## src/rtl/decoder_stream.sv

```systemverilog
// ---------------------------------------------------------------------------
// decoder_stream
//
// Registered binary-to-vector decoder with a valid/ready front end and a
// 2-entry result buffer. The buffer decouples the select-producing control
// FSM from backpressure in the downstream enable/strobe fabric. A request
// is decoded when it is accepted, and the result is stored together with an
// error flag. A saturating counter tracks how many error-free results have
// been delivered.
//
// Ports
//   clk        in   1      clock, rising edge
//   rst        in   1      synchronous, active-high reset
//   in_valid   in   1      upstream request valid
//   in_ready   out  1      block can accept a request (0 during reset)
//   in_sel     in   SEL_W  index to decode
//   in_mode    in   2      00 one-hot, 01 thermometer, 10 inverted one-hot,
//                          11 reserved (error)
//   out_valid  out  1      buffered result available
//   out_ready  in   1      downstream accepts the head result
//   out_y      out  OUT_W  decoded vector of the head entry (0 when empty)
//   out_err    out  1      head entry is an error result (0 when empty)
//   dec_count  out  CNT_W  error-free deliveries, saturating
// ---------------------------------------------------------------------------
module decoder_stream #(
    parameter int SEL_W     = 3,
    parameter int MAX_IDX   = 2**SEL_W - 1,
    parameter bit ZERO_IDX0 = 1'b1,
    parameter int CNT_W     = 16,
    localparam int OUT_W    = 2**SEL_W
) (
    input  logic             clk,
    input  logic             rst,
    input  logic             in_valid,
    output logic             in_ready,
    input  logic [SEL_W-1:0] in_sel,
    input  logic [1:0]       in_mode,
    output logic             out_valid,
    input  logic             out_ready,
    output logic [OUT_W-1:0] out_y,
    output logic             out_err,
    output logic [CNT_W-1:0] dec_count
);

    localparam logic [1:0] MODE_ONEHOT = 2'b00;
    localparam logic [1:0] MODE_THERM  = 2'b01;
    localparam logic [1:0] MODE_INV    = 2'b10;

    // One extra bit so the range check stays meaningful when MAX_IDX is
    // the largest value representable in SEL_W bits.
    localparam logic [SEL_W:0] MAX_SEL_EXT = (SEL_W+1)'(MAX_IDX);

    // Returns {err, y} for one request.
    function automatic logic [OUT_W:0] decode_f(
        input logic [SEL_W-1:0] sel,
        input logic [1:0]       mode
    );
        logic [OUT_W-1:0] onehot;
        logic [OUT_W-1:0] y;
        logic             err;
        onehot = OUT_W'(1'b1) << sel;
        // Legacy behaviour: index 0 means "nothing selected".
        if (ZERO_IDX0 && (sel == '0)) begin
            onehot = '0;
        end else begin
            onehot = onehot;
        end
        err = ({1'b0, sel} > MAX_SEL_EXT) || (mode == 2'b11);
        case (mode)
            MODE_ONEHOT: y = onehot;
            MODE_THERM:  y = (OUT_W'(1'b1) << sel) - OUT_W'(1'b1);
            MODE_INV:    y = ~onehot;
            default:     y = '0;
        endcase
        if (err) begin
            y = '0;
        end else begin
            y = y;
        end
        return {err, y};
    endfunction

    // Buffer storage and bookkeeping
    logic [OUT_W-1:0] y_mem_q [2];
    logic [1:0]       err_mem_q;
    logic             rd_ptr_q, rd_ptr_d;
    logic             wr_ptr_q, wr_ptr_d;
    logic [1:0]       occ_q, occ_d;
    logic [CNT_W-1:0] cnt_q, cnt_d;

    logic             accept_s;
    logic             deliver_s;
    logic [OUT_W:0]   dec_s;
    logic             head_err_s;

    // Handshake qualifiers and decode of the current request
    always_comb begin
        in_ready   = (occ_q != 2'd2) && !rst;
        out_valid  = (occ_q != 2'd0);
        accept_s   = in_valid && in_ready;
        deliver_s  = out_valid && out_ready;
        dec_s      = decode_f(in_sel, in_mode);
        head_err_s = err_mem_q[rd_ptr_q];
    end

    // Next-state for pointers, occupancy and the delivery counter
    always_comb begin
        rd_ptr_d = rd_ptr_q;
        wr_ptr_d = wr_ptr_q;
        occ_d    = occ_q;
        cnt_d    = cnt_q;
        if (accept_s) begin
            wr_ptr_d = ~wr_ptr_q;
        end else begin
            wr_ptr_d = wr_ptr_q;
        end
        if (deliver_s) begin
            rd_ptr_d = ~rd_ptr_q;
        end else begin
            rd_ptr_d = rd_ptr_q;
        end
        // Simultaneous accept and deliver leaves occupancy unchanged.
        case ({accept_s, deliver_s})
            2'b10:   occ_d = occ_q + 2'd1;
            2'b01:   occ_d = occ_q - 2'd1;
            default: occ_d = occ_q;
        endcase
        if (deliver_s && !head_err_s && (cnt_q != {CNT_W{1'b1}})) begin
            cnt_d = cnt_q + CNT_W'(1'b1);
        end else begin
            cnt_d = cnt_q;
        end
    end

    // State registers; reset discards buffered entries
    always_ff @(posedge clk) begin
        if (rst) begin
            rd_ptr_q   <= 1'b0;
            wr_ptr_q   <= 1'b0;
            occ_q      <= 2'd0;
            cnt_q      <= '0;
            y_mem_q[0] <= '0;
            y_mem_q[1] <= '0;
            err_mem_q  <= 2'b00;
        end else begin
            rd_ptr_q <= rd_ptr_d;
            wr_ptr_q <= wr_ptr_d;
            occ_q    <= occ_d;
            cnt_q    <= cnt_d;
            // Only an accepted request touches storage, so select/mode
            // values present while in_valid=0 never reach the buffer.
            if (accept_s) begin
                y_mem_q[wr_ptr_q]   <= dec_s[OUT_W-1:0];
                err_mem_q[wr_ptr_q] <= dec_s[OUT_W];
            end else begin
                y_mem_q[wr_ptr_q]   <= y_mem_q[wr_ptr_q];
                err_mem_q[wr_ptr_q] <= err_mem_q[wr_ptr_q];
            end
        end
    end

    // Head-entry presentation, forced to zero while the buffer is empty
    always_comb begin
        if (out_valid) begin
            out_y   = y_mem_q[rd_ptr_q];
            out_err = head_err_s;
        end else begin
            out_y   = '0;
            out_err = 1'b0;
        end
        dec_count = cnt_q;
    end

endmodule
```

## config.mk

```make
export PLATFORM = sky130hd
export DESIGN_NAME = decoder_stream
export DESIGN_NICKNAME = d
export VERILOG_FILES = /design/src/rtl/decoder_stream.sv
export SDC_FILE = /design/constraint.sdc
export NUM_CORES = 1
export LEC_CHECK = 0
export BUFFER_PORTS_ARGS = -buffer_cell sky130_fd_sc_hd__clkbuf_2
export CORE_MARGIN = 2
export CORE_UTILIZATION = 50
export DETAILED_ROUTE_END_ITERATION = 7
export HOLD_SLACK_MARGIN = 0.03
export PLACE_DENSITY = 0.76
export SLEW_MARGIN = 20
export SYNTH_ARGS = -nofsm -noshare
export SYNTH_HDL_FRONTEND = slang
export SYNTH_SLANG_ARGS = --single-unit
```

## constraint.sdc

```tcl
create_clock -name clk -period 2.4 [get_ports clk]
set_clock_uncertainty 0.2 [all_clocks]
set_input_delay 0.48 -clock clk [delete_from_list [all_inputs] [get_ports clk]]
set_output_delay 0.48 -clock clk [all_outputs]
set_load 0.02 [all_outputs]
```

==> impl_metrics.xml, run 1 <==
<?xml version="1.0" encoding="UTF-8"?>
<metrics>
  <group name="routing">
    <metric name="remaining_drc_errors" unit="">0</metric>
    <metric name="detailedRoute.firstPassIterationCount" unit="">4</metric>
    <metric name="wl_cell" unit="µm">14.0</metric>
    <metric name="routed_via_density" unit="">5.78</metric>
    <metric name="detailroute.via_count" unit="">1919</metric>
    <metric name="detail_route.iter0.violations" unit="">182</metric>
    <metric name="final_antenna_net_count" unit="">0</metric>
    <metric name="route.final.wire_length" unit="µm">4640</metric>
  </group>
  <group name="clocking">
    <metric name="tritoncts" unit="">done</metric>
    <metric name="cts_setup_buffers" unit="">0</metric>
    <metric name="htreeDepth" unit="">2</metric>
    <metric name="clk_pin_slew_worst_paths" unit="ns">0.07</metric>
    <metric name="insertion_delay" unit="ns">0.30</metric>
    <metric name="postCtsResizedCells" unit="">0</metric>
    <metric name="cts-root-to-sink-buffers" unit="">2</metric>
    <metric name="cts_root_buffer" unit="">sky130_fd_sc_hd__clkbuf_8</metric>
    <metric name="numClockSinks" unit="">39</metric>
    <metric name="postCtsHoldBufs" unit="">0</metric>
    <metric name="number_of_buffers_created_by_cts" unit="">5</metric>
  </group>
  <group name="synthesis">
    <metric name="netlist.top_cell.by_area" unit="">sky130_fd_sc_hd__edfxtp_1</metric>
    <metric name="synth_cells" unit="">241</metric>
    <metric name="ys_dominant_reg_cell" unit="">sky130_fd_sc_hd__dfxtp_1</metric>
    <metric name="post_synth_main_area_contributors" unit="">sky130_fd_sc_hd__edfxtp_1 22%, sky130_fd_sc_hd__dfxtp_1 21%, sky130_fd_sc_hd__nor2_1 6.9%, sky130_fd_sc_hd__mux2i_1 5.0%, sky130_fd_sc_hd__a21oi_1 3.7%</metric>
    <metric name="sequential_fraction_of_the_synthesis_area" unit="%">43.0</metric>
    <metric name="post_synth_instance_area" unit="µm²">2190</metric>
    <metric name="yosys_register_bits" unit="">39</metric>
    <metric name="avg_inst_size_synth" unit="µm²">9.07</metric>
    <metric name="yosysTopAreaCellShare" unit="%">22.0</metric>
    <metric name="synth_enable_flop_cells" unit="">16</metric>
    <metric name="synth.yosys.warnings" unit="">0</metric>
    <metric name="syn-num-nets" unit="">254</metric>
    <metric name="ys_async_sr_fraction" unit="%">0</metric>
    <metric name="yosys.cell_types.count" unit="">49</metric>
  </group>
  <group name="global_routing">
    <metric name="vias_in_the_first_global_route" unit="">1721</metric>
    <metric name="grt-ovfl-total" unit="">0</metric>
    <metric name="largest_net_degree_at_the_start_of_global_routing" unit="">27</metric>
    <metric name="gr-usage-all-layers" unit="%">20.2</metric>
    <metric name="wire_length_of_the_first_global_routing_pass" unit="µm">7890</metric>
    <metric name="initial_antenna_violation_count" unit="">0</metric>
  </group>
  <group name="die">
    <metric name="initial_core_util" unit="%">50.9</metric>
    <metric name="fp.dieArea" unit="µm²">4920</metric>
    <metric name="die_h" unit="µm">70.1</metric>
    <metric name="die_w" unit="µm">70.1</metric>
    <metric name="top_level_ports" unit="">36</metric>
    <metric name="rows" unit="">24</metric>
    <metric name="core_box_area" unit="µm²">4290</metric>
  </group>
  <group name="finish">
    <metric name="highest_count_cells_in_the_layout_ignoring_fill_and_taps" unit="">40 x sky130_fd_sc_hd__nor2_1, 35 x sky130_fd_sc_hd__clkbuf_2, 23 x sky130_fd_sc_hd__dfxtp_1</metric>
    <metric name="antenna_cells" unit="">0</metric>
    <metric name="area_growth_syn_to_layout" unit="%">15.5</metric>
    <metric name="most_frequent_standard_cell_in_the_layout_excluding_fill_and_tap_cells" unit="">sky130_fd_sc_hd__nor2_1</metric>
    <metric name="final_layout_size_suffix_gt1_share" unit="%">20.7</metric>
    <metric name="finish.net_count" unit="">292</metric>
  </group>
  <group name="worst_setup_path">
    <metric name="end_kind" unit="">primary output</metric>
    <metric name="critPathArrivalTime" unit="ns">1.53</metric>
    <metric name="gate_family_responsible_for_the_most_delay_along_the_worst_path" unit="">simple AND/OR/NAND/NOR gates</metric>
    <metric name="worst_path_most_repeated_cell" unit="">sky130_fd_sc_hd__nor2_1</metric>
    <metric name="worstPathBufferInverterCount" unit="">1</metric>
    <metric name="max_stage_delay" unit="ns">0.55</metric>
    <metric name="path_cells" unit="">nor2_1 &gt; nor2_1 &gt; clkbuf_2</metric>
    <metric name="crit_path_max_fanout" unit="">10</metric>
    <metric name="setup.worst_path.start_class" unit="">flop</metric>
    <metric name="critPathRequiredTime" unit="ns">1.72</metric>
    <metric name="critical_path_class" unit="">flop to primary output</metric>
    <metric name="critPathSlowestCell" unit="">sky130_fd_sc_hd__nor2_1</metric>
  </group>
  <group name="sta">
    <metric name="hold_violations" unit="">0</metric>
    <metric name="achievable-frequency" unit="GHz">0.451</metric>
    <metric name="post-route-worst-setup-slack" unit="ns">0.185</metric>
    <metric name="timing_worst_slew_pin_value" unit="ns">0.680</metric>
    <metric name="maxSlewHeadroom" unit="%">54.5</metric>
    <metric name="hold_slack" unit="ns">0.181</metric>
    <metric name="post-route-period-util" unit="%">92.3</metric>
    <metric name="final_max_slew_viol_count" unit="">0</metric>
    <metric name="fin_crit" unit="ns">2.21</metric>
    <metric name="final.setup.tns" unit="ns">0</metric>
    <metric name="final-setup-viol-count" unit="">0</metric>
    <metric name="setup_repair_after_global_routing_missed_its_margin" unit="">false</metric>
  </group>
  <group name="power_and_ir_drop">
    <metric name="power_leakage" unit="nW">0.991</metric>
    <metric name="total_power" unit="W">0.00168</metric>
    <metric name="peakVddDrop" unit="µV">250</metric>
    <metric name="power.density_cell_area" unit="nW/µm²">663</metric>
  </group>
  <group name="status">
    <metric name="run_status" unit="">finished clean</metric>
  </group>
  <group name="placed_design">
    <metric name="preCtsSetupSlack" unit="ns">0.0820</metric>
    <metric name="hpwlAfterDp" unit="µm">3400</metric>
    <metric name="port_buffers" unit="">35</metric>
    <metric name="gp_routability_congestion" unit="">0.897</metric>
  </group>
  <group name="worst_hold_path">
    <metric name="worst_hold_path_type" unit="">primary input to flop</metric>
  </group>
  <group name="job">
    <metric name="max_cap_viol_count" unit="">0</metric>
  </group>
</metrics>
## flip-flops by register name, indices dropped and copies added, names as in the netlist, named ones only
signal and count:
dec_count 16, y_mem_q 16, err_mem_q 2, occ_q 2
rd_ptr_q 1, wr_ptr_q 1
## kinds of logic after synthesis
family,count (synthesis),share of synthesized area [%]
AOI/OAI and AO/OA,44,13.3
xor gates and xnor gates,7,2.80
DFF,39,43.0
buffers and inverters,24,4.29
adders and majority gates,4,2.29
and+or+nand+nor,108,27.0
muxes,15,7.21
## layer usage
metal | GRT usage [%] | vias to the layer above | share of wire (%)
met5 | 0 | - | 0
met4 | 7.91 | 0 | 1.8
met3 | 4.76 | 7 | 5.7
met2 | 31.3 | 57 | 46
met1 | 27.2 | 899 | 46
li1 | - | 956 | -
## report_power, final
part	leakage, nW	total [W]	internal, W	switching, W
registers	0.354	0.000814	0.000751	0.0000628
logic	0.597	0.000437	0.000178	0.000260
clock network	0.0403	0.000424	0.000198	0.000226
total	0.991	0.00168	0.00113	0.000549
## final timing paths
| path | start | endpoint | slack [ns] | cells after the start |
|---|---|---|---|---|
| worst max-delay path | occ_q[0] | out_err | 0.19 | 3 |
| worst min-delay path | rst | wr_ptr_q | 0.18 | 2 |
| worst max register to register | dec_count[0] | dec_count[11] | 0.29 | 5 |
| worst min register to register | dec_count[1] | dec_count[1] | 0.31 | 2 |
## through the flow
step,cells,utilization (%),area [µm²]
after floorplan,241,-,2190
after global placement,324,56.9,2440
after detailed placement,324,56.9,2440
after CTS,332,58.8,2520
after global routing,332,58.8,2520
final,332,58.8,2520
## cells in the mapped netlist, types with 2 or more instances
cell type,count
sky130_fd_sc_hd__nand3_1,10
sky130_fd_sc_hd__nor2b_1,5
sky130_fd_sc_hd__inv_1,10
sky130_fd_sc_hd__o41ai_1,2
sky130_fd_sc_hd__nor3_1,5
sky130_fd_sc_hd__nand2b_1,3
sky130_fd_sc_hd__and3_1,3
sky130_fd_sc_hd__mux2_2,2
sky130_fd_sc_hd__or4_1,4
sky130_fd_sc_hd__a211oi_1,2
sky130_fd_sc_hd__o21ai_0,7
sky130_fd_sc_hd__nand3b_1,2
sky130_fd_sc_hd__nor2_1,40
sky130_fd_sc_hd__nor4_1,2
sky130_fd_sc_hd__dfxtp_1,23
sky130_fd_sc_hd__edfxtp_1,16
sky130_fd_sc_hd__xnor2_1,6
sky130_fd_sc_hd__ha_1,4
sky130_fd_sc_hd__buf_2,3
sky130_fd_sc_hd__and4_1,3
sky130_fd_sc_hd__mux2i_1,11
sky130_fd_sc_hd__a21oi_1,16
sky130_fd_sc_hd__nand4_1,5
sky130_fd_sc_hd__o21a_1,2
sky130_fd_sc_hd__and2_1,2
sky130_fd_sc_hd__clkbuf_1,11
sky130_fd_sc_hd__nand2_1,11
sky130_fd_sc_hd__a221oi_1,2
sky130_fd_sc_hd__o31ai_1,5
sky130_fd_sc_hd__or3_1,5
## worst reg2reg max path: stages, from the launching register on
cell	delay (ns)
sky130_fd_sc_hd__dfxtp_1	0.34
sky130_fd_sc_hd__ha_1	0.25
sky130_fd_sc_hd__and4_1	0.23
sky130_fd_sc_hd__and4_4	0.24
sky130_fd_sc_hd__nor4_1	0.37
sky130_fd_sc_hd__mux2_2	0.38
## area by class of cell
cell class,count,area [µm²]
Clock buffer,6,72.6
Multi-Input combinational cell,178,1150
Tap cell,52,65.1
Fill cell,384,1770
Sequential cell,39,941
Inverter,10,37.5
Timing Repair Buffer,45,250
Clock inverter,2,7.51
(Power assumes the default switching activity.)
==> inputs of run 2 (changes only) <==
--- a/config.mk
+++ b/config.mk
@@ -6,12 +6,13 @@
 export NUM_CORES = 1
 export LEC_CHECK = 0
 export BUFFER_PORTS_ARGS = -buffer_cell sky130_fd_sc_hd__clkbuf_2
+export CAP_MARGIN = 10
 export CORE_MARGIN = 2
 export CORE_UTILIZATION = 50
 export DETAILED_ROUTE_END_ITERATION = 7
 export HOLD_SLACK_MARGIN = 0.03
 export PLACE_DENSITY = 0.76
-export SLEW_MARGIN = 20
+export RECOVER_POWER = 100
 export SYNTH_ARGS = -nofsm -noshare
 export SYNTH_HDL_FRONTEND = slang
 export SYNTH_SLANG_ARGS = --single-unit
==> impl_metrics.xml, run 2 (synthesis results as in run 1) <==
<?xml version="1.0" encoding="UTF-8"?>
<metrics>
  <group name="global_routing">
    <metric name="initial_antenna_violation_count" unit="">0</metric>
    <metric name="largest_net_degree_at_the_start_of_global_routing" unit="">27</metric>
    <metric name="grt-ovfl-total" unit="">0</metric>
    <metric name="vias_in_the_first_global_route" unit="">1721</metric>
    <metric name="gr-usage-all-layers" unit="%">20.2</metric>
    <metric name="wire_length_of_the_first_global_routing_pass" unit="µm">7890</metric>
  </group>
  <group name="finish">
    <metric name="antenna_cells" unit="">0</metric>
    <metric name="most_frequent_standard_cell_in_the_layout_excluding_fill_and_tap_cells" unit="">sky130_fd_sc_hd__nor2_1</metric>
    <metric name="area_growth_syn_to_layout" unit="%">13.2</metric>
    <metric name="finish.net_count" unit="">292</metric>
    <metric name="final_layout_size_suffix_gt1_share" unit="%">11.1</metric>
    <metric name="highest_count_cells_in_the_layout_ignoring_fill_and_taps" unit="">40 x sky130_fd_sc_hd__nor2_1, 26 x sky130_fd_sc_hd__clkbuf_1, 23 x sky130_fd_sc_hd__dfxtp_1</metric>
  </group>
  <group name="worst_setup_path">
    <metric name="crit_path_max_fanout" unit="">13</metric>
    <metric name="worst_path_most_repeated_cell" unit="">sky130_fd_sc_hd__and4_1</metric>
    <metric name="end_kind" unit="">flop</metric>
    <metric name="max_stage_delay" unit="ns">0.42</metric>
    <metric name="setup.worst_path.start_class" unit="">flop</metric>
    <metric name="critPathArrivalTime" unit="ns">2.25</metric>
    <metric name="timing.critical_path.from" unit="">dec_count[0]</metric>
    <metric name="critPathRequiredTime" unit="ns">2.39</metric>
    <metric name="critical_path_class" unit="">flop to flop</metric>
    <metric name="path_cells" unit="">ha_1 &gt; and4_1 &gt; and4_1 &gt; nor4_1 &gt; mux2_2</metric>
    <metric name="crit-reg2reg-launch" unit="">dec_count[0]</metric>
    <metric name="critPathSlowestCell" unit="">sky130_fd_sc_hd__nor4_1</metric>
  </group>
  <group name="power_and_ir_drop">
    <metric name="combinationalPowerShare" unit="%">25.5</metric>
    <metric name="p_int" unit="W">0.00111</metric>
    <metric name="p_seq_share" unit="%">49.0</metric>
    <metric name="clkPwrFrac" unit="%">25.5</metric>
    <metric name="power.density_cell_area" unit="nW/µm²">671</metric>
    <metric name="p_sw" unit="W">0.000549</metric>
    <metric name="p_sw_share" unit="%">33.0</metric>
    <metric name="power_leakage" unit="nW">0.896</metric>
    <metric name="total_power" unit="W">0.00166</metric>
    <metric name="peakVddDrop" unit="µV">251</metric>
  </group>
  <group name="sta">
    <metric name="post-route-period-util" unit="%">94.4</metric>
    <metric name="final_max_slew_viol_count" unit="">0</metric>
    <metric name="timing_worst_slew_pin_value" unit="ns">0.688</metric>
    <metric name="final.setup.tns" unit="ns">0</metric>
    <metric name="setup_repair_after_global_routing_missed_its_margin" unit="">false</metric>
    <metric name="hold_violations" unit="">0</metric>
    <metric name="fin_crit" unit="ns">2.26</metric>
    <metric name="final-setup-viol-count" unit="">0</metric>
    <metric name="maxSlewHeadroom" unit="%">53.9</metric>
    <metric name="achievable-frequency" unit="GHz">0.442</metric>
  </group>
  <group name="routing">
    <metric name="final_antenna_net_count" unit="">0</metric>
    <metric name="detailedRoute.firstPassIterationCount" unit="">5</metric>
    <metric name="detailroute.via_count" unit="">1916</metric>
    <metric name="route.final.wire_length" unit="µm">4690</metric>
    <metric name="amount_of_wire_on_met2_after_detailed_routing" unit="µm">2180</metric>
    <metric name="length_of_routed_wiring_on_met1" unit="µm">2200</metric>
    <metric name="met3WireLength" unit="µm">236</metric>
    <metric name="routed_via_density" unit="">5.77</metric>
    <metric name="remaining_drc_errors" unit="">0</metric>
    <metric name="wl_cell" unit="µm">14.1</metric>
    <metric name="detail_route.iter0.violations" unit="">169</metric>
    <metric name="highest-signal-layer" unit="">met4</metric>
  </group>
  <group name="clocking">
    <metric name="postCtsHoldBufs" unit="">0</metric>
    <metric name="cts_setup_buffers" unit="">0</metric>
    <metric name="cts_root_buffer" unit="">sky130_fd_sc_hd__clkbuf_8</metric>
    <metric name="clk_pin_slew_worst_paths" unit="ns">0.07</metric>
    <metric name="insertion_delay" unit="ns">0.30</metric>
    <metric name="postCtsResizedCells" unit="">0</metric>
    <metric name="number_of_buffers_created_by_cts" unit="">5</metric>
    <metric name="numClockSinks" unit="">39</metric>
    <metric name="cts-root-to-sink-buffers" unit="">2</metric>
    <metric name="tritoncts" unit="">done</metric>
    <metric name="htreeDepth" unit="">2</metric>
  </group>
  <group name="die">
    <metric name="fp.dieArea" unit="µm²">4920</metric>
    <metric name="die_h" unit="µm">70.1</metric>
    <metric name="die_w" unit="µm">70.1</metric>
    <metric name="core_box_area" unit="µm²">4290</metric>
    <metric name="rows" unit="">24</metric>
    <metric name="initial_core_util" unit="%">50.9</metric>
    <metric name="top_level_ports" unit="">36</metric>
  </group>
  <group name="status">
    <metric name="run_status" unit="">finished clean</metric>
  </group>
  <group name="placed_design">
    <metric name="port_buffers" unit="">35</metric>
    <metric name="hpwlAfterDp" unit="µm">3400</metric>
    <metric name="gp_routability_congestion" unit="">0.897</metric>
  </group>
  <group name="worst_hold_path">
    <metric name="worst_hold_path_type" unit="">primary input to flop</metric>
    <metric name="hold_path.startpoint" unit="">rst</metric>
  </group>
  <group name="job">
    <metric name="max_cap_viol_count" unit="">0</metric>
  </group>
</metrics>
-- run 2: cell count changes in the layout (fill, tap and decap cells not counted), sizes merged --
cell	delta
buf	-4
clkbuf	+4
-- run 2: path summary, 6_finish.rpt --
path,cells after the start,endpoint,slack (ns)
hold / removal,2,wr_ptr_q,0.18
setup / recovery,5,dec_count[11],0.14
setup reg to reg,5,dec_count[11],0.14
hold reg to reg,2,dec_count[1],0.32
-- run 2: layer usage --
metal,vias to the layer above,GRT usage (%)
met1,900,27.2
met5,-,0
met2,51,31.3
met4,0,7.91
met3,9,4.76
li1,956,-
-- run 2: critical path, delay by kind of cell, from the launching register on --
family / cells / cell delay [ns]
DFF: 1 / 0.34
and+or+nand+nor: 3 / 0.99
muxes: 1 / 0.38
adders and majority gates: 1 / 0.24
-- run 2: layout make-up --
| cell class | count | area, µm² |
|---|---|---|
| clock inverters | 2 | 7.51 |
| inverters | 10 | 37.5 |
| flip-flops and latches | 39 | 941 |
| clock buffers | 6 | 72.6 |
| fillers | 399 | 1820 |
| multi-input cells | 178 | 1140 |
| well taps | 52 | 65.1 |
| repair buffers | 45 | 209 |
-- run 2: power groups by stage --
stage               Clock, W  Combinational [W]  Sequential (W)
floorplan                  0           0.000341        0.000797
global placement           0           0.000434        0.000827
detailed placement         0           0.000442        0.000830
CTS                 0.000432           0.000443        0.000814
global route        0.000454           0.000470        0.000824
finish              0.000423           0.000424        0.000814
-- run 2: metrics by stage --
stage                     hold slack, ns  setup WS, ns  utilization (%)  area [µm²]  cells
after global routing               0.194        0.0479             57.6        2470    332
final                              0.184         0.135             57.6        2470    332
after global placement             0.298        0.0912             56.9        2440    324
after floorplan                    0.283        0.0309                -        2190    241
after detailed placement           0.308        0.0820             56.9        2440    324
after CTS                          0.179         0.134             58.8        2520    332
